==> src/rtl/arm_mul_unit.sv <==
// Iterative radix-2 shift-add multiplier (MUL / UMULL / SMULL) with start/done handshake.
// Optional macro EARLY_TERM_EN: leave CALC as soon as the remaining multiplier bits are zero.
module arm_mul_unit #(
  parameter int WIDTH = 32,
  localparam int CNT_W = $clog2(WIDTH + 1)
) (
  input  logic             clk,
  input  logic             reset,
  input  logic             start,
  input  logic [1:0]       op,
  input  logic [WIDTH-1:0] a,
  input  logic [WIDTH-1:0] b,
  output logic             busy,
  output logic             done,
  output logic [WIDTH-1:0] result_lo,
  output logic [WIDTH-1:0] result_hi,
  output logic [1:0]       flags
);

  typedef enum logic [1:0] {IDLE, CALC, SIGN, DONE} state_t;

  localparam logic [CNT_W-1:0] LAST_CNT = CNT_W'(WIDTH - 1);

  // Magnitude of a signed operand; the most-negative value maps to 2^(WIDTH-1) unsigned.
  function automatic logic [WIDTH-1:0] magnitude(input logic signed [WIDTH-1:0] v);
    logic signed [WIDTH-1:0] neg_v;
    neg_v = -v;
    return v[WIDTH-1] ? neg_v : v;
  endfunction

  state_t             state;
  logic               is_long;
  logic               neg;
  logic [2*WIDTH-1:0] mcand;
  logic [WIDTH-1:0]   mplier;
  logic [2*WIDTH-1:0] acc;
  logic [CNT_W-1:0]   cnt;

  logic               is_smull;
  logic [WIDTH-1:0]   a_in;
  logic [WIDTH-1:0]   b_in;
  logic [2*WIDTH-1:0] acc_sum;
  logic [2*WIDTH-1:0] acc_final;
  logic               calc_last;
  logic               n_flag;
  logic               z_flag;

  always_comb begin
    is_smull  = (op == 2'b10);
    a_in      = is_smull ? magnitude(a) : a;
    b_in      = is_smull ? magnitude(b) : b;
    acc_sum   = mplier[0] ? (acc + mcand) : acc;
    acc_final = neg ? (~acc + 1'b1) : acc;
`ifdef EARLY_TERM_EN
    calc_last = (cnt == LAST_CNT) || (mplier[WIDTH-1:1] == '0);
`else
    calc_last = (cnt == LAST_CNT);
`endif
    // Long ops flag the full product; MUL/reserved flag only the low word.
    n_flag = is_long ? acc_final[2*WIDTH-1] : acc_final[WIDTH-1];
    z_flag = is_long ? (acc_final == '0) : (acc_final[WIDTH-1:0] == '0);
  end

  always_ff @(posedge clk) begin
    if (reset) begin
      state     <= IDLE;
      busy      <= 1'b0;
      done      <= 1'b0;
      result_lo <= '0;
      result_hi <= '0;
      flags     <= '0;
      is_long   <= 1'b0;
      neg       <= 1'b0;
      mcand     <= '0;
      mplier    <= '0;
      acc       <= '0;
      cnt       <= '0;
    end else begin
      case (state)
        IDLE: begin
          if (start) begin
            is_long <= (op == 2'b01) || is_smull;
            neg     <= is_smull && (a[WIDTH-1] ^ b[WIDTH-1]);
            mcand   <= {{WIDTH{1'b0}}, a_in};
            mplier  <= b_in;
            acc     <= '0;
            cnt     <= '0;
            busy    <= 1'b1;
`ifdef EARLY_TERM_EN
            state   <= (b_in == '0) ? SIGN : CALC;
`else
            state   <= CALC;
`endif
          end
        end
        // One multiplier bit per cycle, LSB first; multiplicand pre-shifted by the count.
        CALC: begin
          acc    <= acc_sum;
          mcand  <= mcand << 1;
          mplier <= mplier >> 1;
          cnt    <= cnt + CNT_W'(1);
          if (calc_last) state <= SIGN;
        end
        SIGN: begin
          acc       <= acc_final;
          result_lo <= acc_final[WIDTH-1:0];
          result_hi <= is_long ? acc_final[2*WIDTH-1:WIDTH] : '0;
          flags     <= {n_flag, z_flag};
          done      <= 1'b1;
          state     <= DONE;
        end
        DONE: begin
          done  <= 1'b0;
          busy  <= 1'b0;
          state <= IDLE;
        end
        default: state <= IDLE;
      endcase
    end
  end

endmodule

==> config.mk <==
export PLATFORM = sky130hd
export DESIGN_NAME = arm_mul_unit
export DESIGN_NICKNAME = d
export VERILOG_FILES = /design/src/rtl/arm_mul_unit.sv
export SDC_FILE = /design/constraint.sdc
export NUM_CORES = 1
export LEC_CHECK = 0
export ABC_AREA = 1
export BUFFER_PORTS_ARGS = -buffer_cell sky130_fd_sc_hd__buf_2
export CAP_MARGIN = 20
export CORE_UTILIZATION = 40
export DETAILED_ROUTE_END_ITERATION = 6
export HOLD_SLACK_MARGIN = 0.15
export PLACE_DENSITY = 0.67
export SETUP_SLACK_MARGIN = 0.02
export SLEW_MARGIN = 10
export SYNTH_ARGS = -nofsm -noshare
export SYNTH_HDL_FRONTEND = slang
export SYNTH_SLANG_ARGS = --single-unit
export TNS_END_PERCENT = 100
==> constraint.sdc <==
create_clock -name clk -period 5.9 [get_ports clk]
set_input_delay 1.18 -clock clk [delete_from_list [all_inputs] [get_ports clk]]
set_output_delay 1.18 -clock clk [all_outputs]
set_load 0.02 [all_outputs]
* Word level (Yosys, flattened, before mapping)
Index checks and enable logic that the tools add are counted.
** Storage, ports and cells
- Register bits :: 238
- Input bits :: 69
- Logic and storage cells :: 65
** Cells by class
- Add/subtract/negate cells :: 5
- Equality and inequality tests :: 9
- Mux-type cells :: 23
- Bitwise gates (word level) :: 2
- Reduce and logical (&&, ||, !) cells :: 14
** Operators with widths (number)
- 64-bit 2-to-1 mux :: 4
- 32-bit 2-to-1 mux :: 6
- 64-bit case mux with 3 select lines :: 1
- 64-bit case mux with 2 select lines :: 1
- 64-bit by 1-bit adder with 64-bit output, second input constant :: 1
- 64-bit adder :: 1
- 64-bit zero test :: 1
- 32-bit negation :: 2
- 64-bit inverter :: 1
- 32-bit case mux with 2 select lines :: 1
- 32-bit zero test :: 1
- 6-bit case mux with 2 select lines :: 1
- 2-bit case mux with 4 select lines :: 1
- 2-bit AND reduction :: 4
- 6-bit by 1-bit adder with 6-bit output, second input constant :: 1
- 2-bit == test, second input constant :: 3
- 6-bit by 5-bit == test with 1-bit output, second input constant :: 1
- 6-bit 2-to-1 mux :: 1
- 2-bit != test, second input constant :: 3
- 2-bit nonzero test :: 3
- 2-bit by 1-bit == test with 1-bit output, second input constant :: 2
- 2-bit 2-to-1 mux :: 2
- 1-bit case mux with 2 select lines :: 2
- 1-bit 2-to-1 mux :: 3
- 6 further kinds :: 6

* Logic depth before layout (Yosys ltp)
- Depth in word-level cells :: 5
- Mapped depth :: 19
- Gate-level depth less buffers :: 19

* Worst setup path before layout
Ideal clock, no wire load.
- Path type :: in2reg
- From :: input port a[1]
- To :: register mcand[26]
- Arrival :: 2.666 ns
- Slack :: 3.102 ns
- Stages :: 15
- Cells stage by stage :: inv_1 > ha_1 > nand2_1 > nor2_1 > nand2_1 > nor3_2 > nand3_1 > o21ai_2 > nand2_2 > nor2_2 > nand2_1 > xnor2_1 > nand2_1 > nand2_1 > a21oi_1
** On the way
- Longest elaborated chain between the ends :: 5
** RTL lines
- from (decl) :: line 11 : input logic [WIDTH-1:0] a,
- 32-bit negation :: line 27 : neg_v = -v;
- 32-bit 2-to-1 mux :: line 28 : return v[WIDTH-1] ? neg_v : v;
- 32-bit 2-to-1 mux :: line 50 : a_in = is_smull ? magnitude(a) : a;
- 64-bit 2-to-1 mux :: line 81 : if (start) begin
- 64-bit case mux with 2 select lines :: line 79 : case (state)
- to (signal assigned) :: line 84 : mcand <= {{WIDTH{1'b0}}, a_in};
- to (signal assigned) :: line 99 : mcand <= mcand << 1;
- to (decl) :: line 34 : logic [2*WIDTH-1:0] mcand;
No other way between the ends. The select of a mux whose other input is x is not followed.
A chain may end at the register's enable or synchronous reset.

* Worst setup path after layout
- From :: register mcand[0]
- To :: register acc[42]
** On the way
- Longest elaborated chain between the ends :: 3
** RTL lines
- 64-bit adder :: line 52 : acc_sum = mplier[0] ? (acc + mcand) : acc;
- 64-bit 2-to-1 mux :: line 52
- 64-bit case mux with 3 select lines :: line 79
- to (signal assigned) :: line 98 : acc <= acc_sum;
- to (signal assigned) :: line 105 : acc <= acc_final;
- to (decl) :: line 36 : logic [2*WIDTH-1:0] acc;
No other way between the ends. The select of a mux whose other input is x is not followed.

==> flow_summary.yaml <==
setup_path:
  crit_arrival_ns: 3.80
  crit_top_cell: "nand2_1"
  worstSetupEndpointType: "flip-flop"
  cp_slowest_cell: "dfxtp_1"
  critPathMaxStageDelay_ns: 0.45
  start_kind: "flip-flop"
  cp.depth: 18
  cp_max_fo: 5
  critPathTopFamily: "compound AO/OA/AOI/OAI gates"
  critPathRequiredTime_ns: 6.35
  crit_type: "flip-flop to flip-flop"
  path_cells: "ha_1 -> inv_1 -> fa_1 -> inv_1 -> nand2_1 -> o21ai_2 -> a21boi_1 -> buf_4 -> o21bai_1 -> nand2_1 -> nand2_1 -> nand2_1 -> nand2_1 -> a21oi_1 -> o21ai_0 -> o21ai_0 -> nand2_1 -> a21oi_1"
  reg2reg_depth: 18
  critPathBufInv: 3
placed_design:
  place_area_um2: 19100
  gp_congestion: 1.05
  io_buffers: 136
  hpwl_um: 48500
clocking:
  cts_max_path_buffers: 3
  ctsResizeCount: 0
  clk_pin_slew_worst_paths_ns: 0.06
  post_cts_buffers: 0
  hold_buffers: 0
  cts-root-buf: "clkbuf_16"
  cts.sinks: 238
  cts_made_buffers: 30
  insertion_delay_ns: 0.61
  ctsHtreeMaxLevel: 1
  tritoncts: "yes"
pwr:
  powerDensity_nw_per_um2: 329
  p_comb_share_pct: 39.1
  power_mw: 6.67
  peakVddDrop_uv: 266
  swShare_pct: 42.7
  pwr-share-clk_pct: 30.8
  p_seq_share_pct: 30.1
  p_int_mw: 3.82
  p_switching_mw: 2.85
  leakage_nw: 8.96
sta:
  rsz0062_at_grt: "no"
  worst_hold_slack_ns: 0.459
  hold_viol: 0
  fin_setup_tns_ns: 0
  post-route-period-util_pct: 56.7
  skew_ns: 0.0345
  setup_viol: 0
  tightest_slew_ns: 1.02
  maxSlewViolCount: 0
  min_period_ns: 3.34
  fmax_ghz: 0.299
  slew_headroom_pct: 31.6
yosys:
  synthDistinctLibCells: 54
  synth_warnings: 0
  synth-seq-area-share_pct: 26.4
  avgSynthCellArea_um2: 5.96
  synthFlopType: "dfxtp_1"
  netlist_instances: 3025
  syn-num-nets: 3167
  syn-cell-area_um2: 18000
  synth_edf_count: 0
  ys_ff_latch: 238
  async_flop_share_pct: 0
final_layout:
  drive_above_1_share_pct: 8.34
  antenna_cells: 0
  post-route-cell-area_um2: 20300
  nets: 3236
  nFillCells: 4773
  synthToLayoutAreaGrowth_pct: 12.5
floorplan:
  start_util_pct: 40.7
  row_count: 77
  io_pins: 137
  die_x_um: 214
  die_area_um2: 45900
  dieHeight_um: 214
  coreArea_um2: 44300
drt:
  drt_iter0_drc: 1767
  vias: 19600
  antenna_left: 0
  drt-total-wl_um: 62000
  drc: 0
  wl_per_cell_um: 16.7
  avgViaCountPerCell: 5.29
  drt-pass1-iter-count: 5
global_routing:
  antenna_found_initial: 0
  grt_pass1_wl_um: 98400
  grt_pass1_vias: 18000
  gr-total-overflow: 0
  grt_usage_pct: 26.6
  grt_max_degree: 89
job:
  cap_violations: 0
worst_hold_path:
  hold_depth: 2
  hp-class: "flip-flop to flip-flop"
outcome:
  outcome: "finished, final reports clean"
layer usage:
layer,part of all wire (%),vias to the layer above,global-route usage [%]
met2,44,618,42.4
li1,-,10100,-
met3,7.1,102,2.60
met1,46,8839,37.4
met4,3.5,0,9.05
met5,0,-,0
power groups by stage:
stage | Combinational (mW) | Sequential [mW] | Clock [mW]
after floorplan | 1.88 | 1.98 | 0
after global placement | 2.58 | 2.03 | 0
after detailed placement | 2.58 | 2.03 | 0
after CTS | 2.59 | 2.00 | 2.08
after global routing | 2.89 | 2.03 | 2.15
final | 2.61 | 2.01 | 2.05
per-stage QoR:
stage / setup WS [ns] / instances / utilization, %
global route: 2.30 / 3710 / 45.7
detailed placement: 2.04 / 3654 / 43.2
floorplan: 3.10 / 3025 / -
CTS: 2.65 / 3710 / 45.7
global placement: 2.12 / 3654 / 43.2
finish: 2.56 / 3710 / 45.7
layout by cell type (no fill, tap or decap), types with 13 or more instances in the layout:
cell type and count:
nand2_1 943, nor2_1 390, a21oi_1 359, inv_1 267
dfxtp_1 237, o21ai_0 167, nand3_1 136, buf_2 135
ha_1 70, xnor2_1 43, xor2_1 34, clkbuf_16 30
nand4_1 28, nor3_1 27, o211ai_1 27, o221ai_1 24
o21bai_1 18, buf_4 14, o21ai_1 13
worst register-to-register path, delay by kind of cell (launching register included):
kind                       cells  cell delay, ns
AOI/OAI and AO/OA              7            1.21
adders and majority gates      2            0.56
buffers and inverters          3            0.30
DFF                            1            0.45
and+or+nand+nor                6            0.68
synth_stat cells (7+ instances only):
library cell,count,area share [%]
a21oi_1,359,10
inv_1,269,5.6
o211ai_1,27,1.1
xnor2_1,43,2.1
o221ai_1,24,1.2
nor4_1,9,0.31
xor2_1,34,1.7
nor2_1,392,8.2
nand4_1,28,0.97
o21ai_0,169,4.7
buf_1,16,0.33
ha_1,72,5.0
o21bai_1,18,0.75
nand2_1,943,20
a31oi_1,7,0.24
o21ai_1,13,0.36
a21o_1,11,0.46
clkbuf_1,88,1.8
nor3_1,27,0.75
nand3b_1,10,0.42
nor2_2,8,0.28
nand3_1,136,3.8
buf_2,7,0.19
dfxtp_1,238,26
flip-flops by register name (all words and copies together), names as in the netlist:
register,flops
is_long,1
cnt,6
result_hi,32
state,2
done,1
mcand,64
flags,2
busy,1
neg,1
result_lo,32
mplier,32
acc,64
kinds of logic (layout without fill, tap and decap cells):
group	count (synthesis)	in the layout	synth area share, %
XOR/XNOR	77	77	3.74
AND/OR/NAND/NOR	1587	1587	36.1
buffers and inverters	389	482	8.22
flip-flops	238	238	26.4
adder cells (fa/ha/maj)	73	73	5.11
AO/OA/AOI/OAI	661	661	20.3
cell type report:
class | count | area [um2] | share of cell area, %
Multi-Input combinational cell | 2398 | 11800 | 58.3
Sequential cell | 238 | 4770 | 23.5
Inverter | 276 | 1040 | 5.12
Clock buffer | 38 | 841 | 4.15
Timing Repair Buffer | 150 | 792 | 3.91
Tap cell | 592 | 741 | 3.65
Clock inverter | 18 | 282 | 1.39
final timing paths:
path,from,end,slack (ns)
setup reg to reg,mcand[0]$_SDFFE_PP0P_,acc[42]$_SDFFE_PP0P_,2.56
setup / recovery,mcand[0]$_SDFFE_PP0P_,acc[42]$_SDFFE_PP0P_,2.56
hold reg to reg,result_hi[27]$_SDFFE_PP0P_,result_hi[27]$_SDFFE_PP0P_,0.46
hold / removal,result_hi[27]$_SDFFE_PP0P_,result_hi[27]$_SDFFE_PP0P_,0.46
No activity file was read; power rests on OpenSTA's default activity.
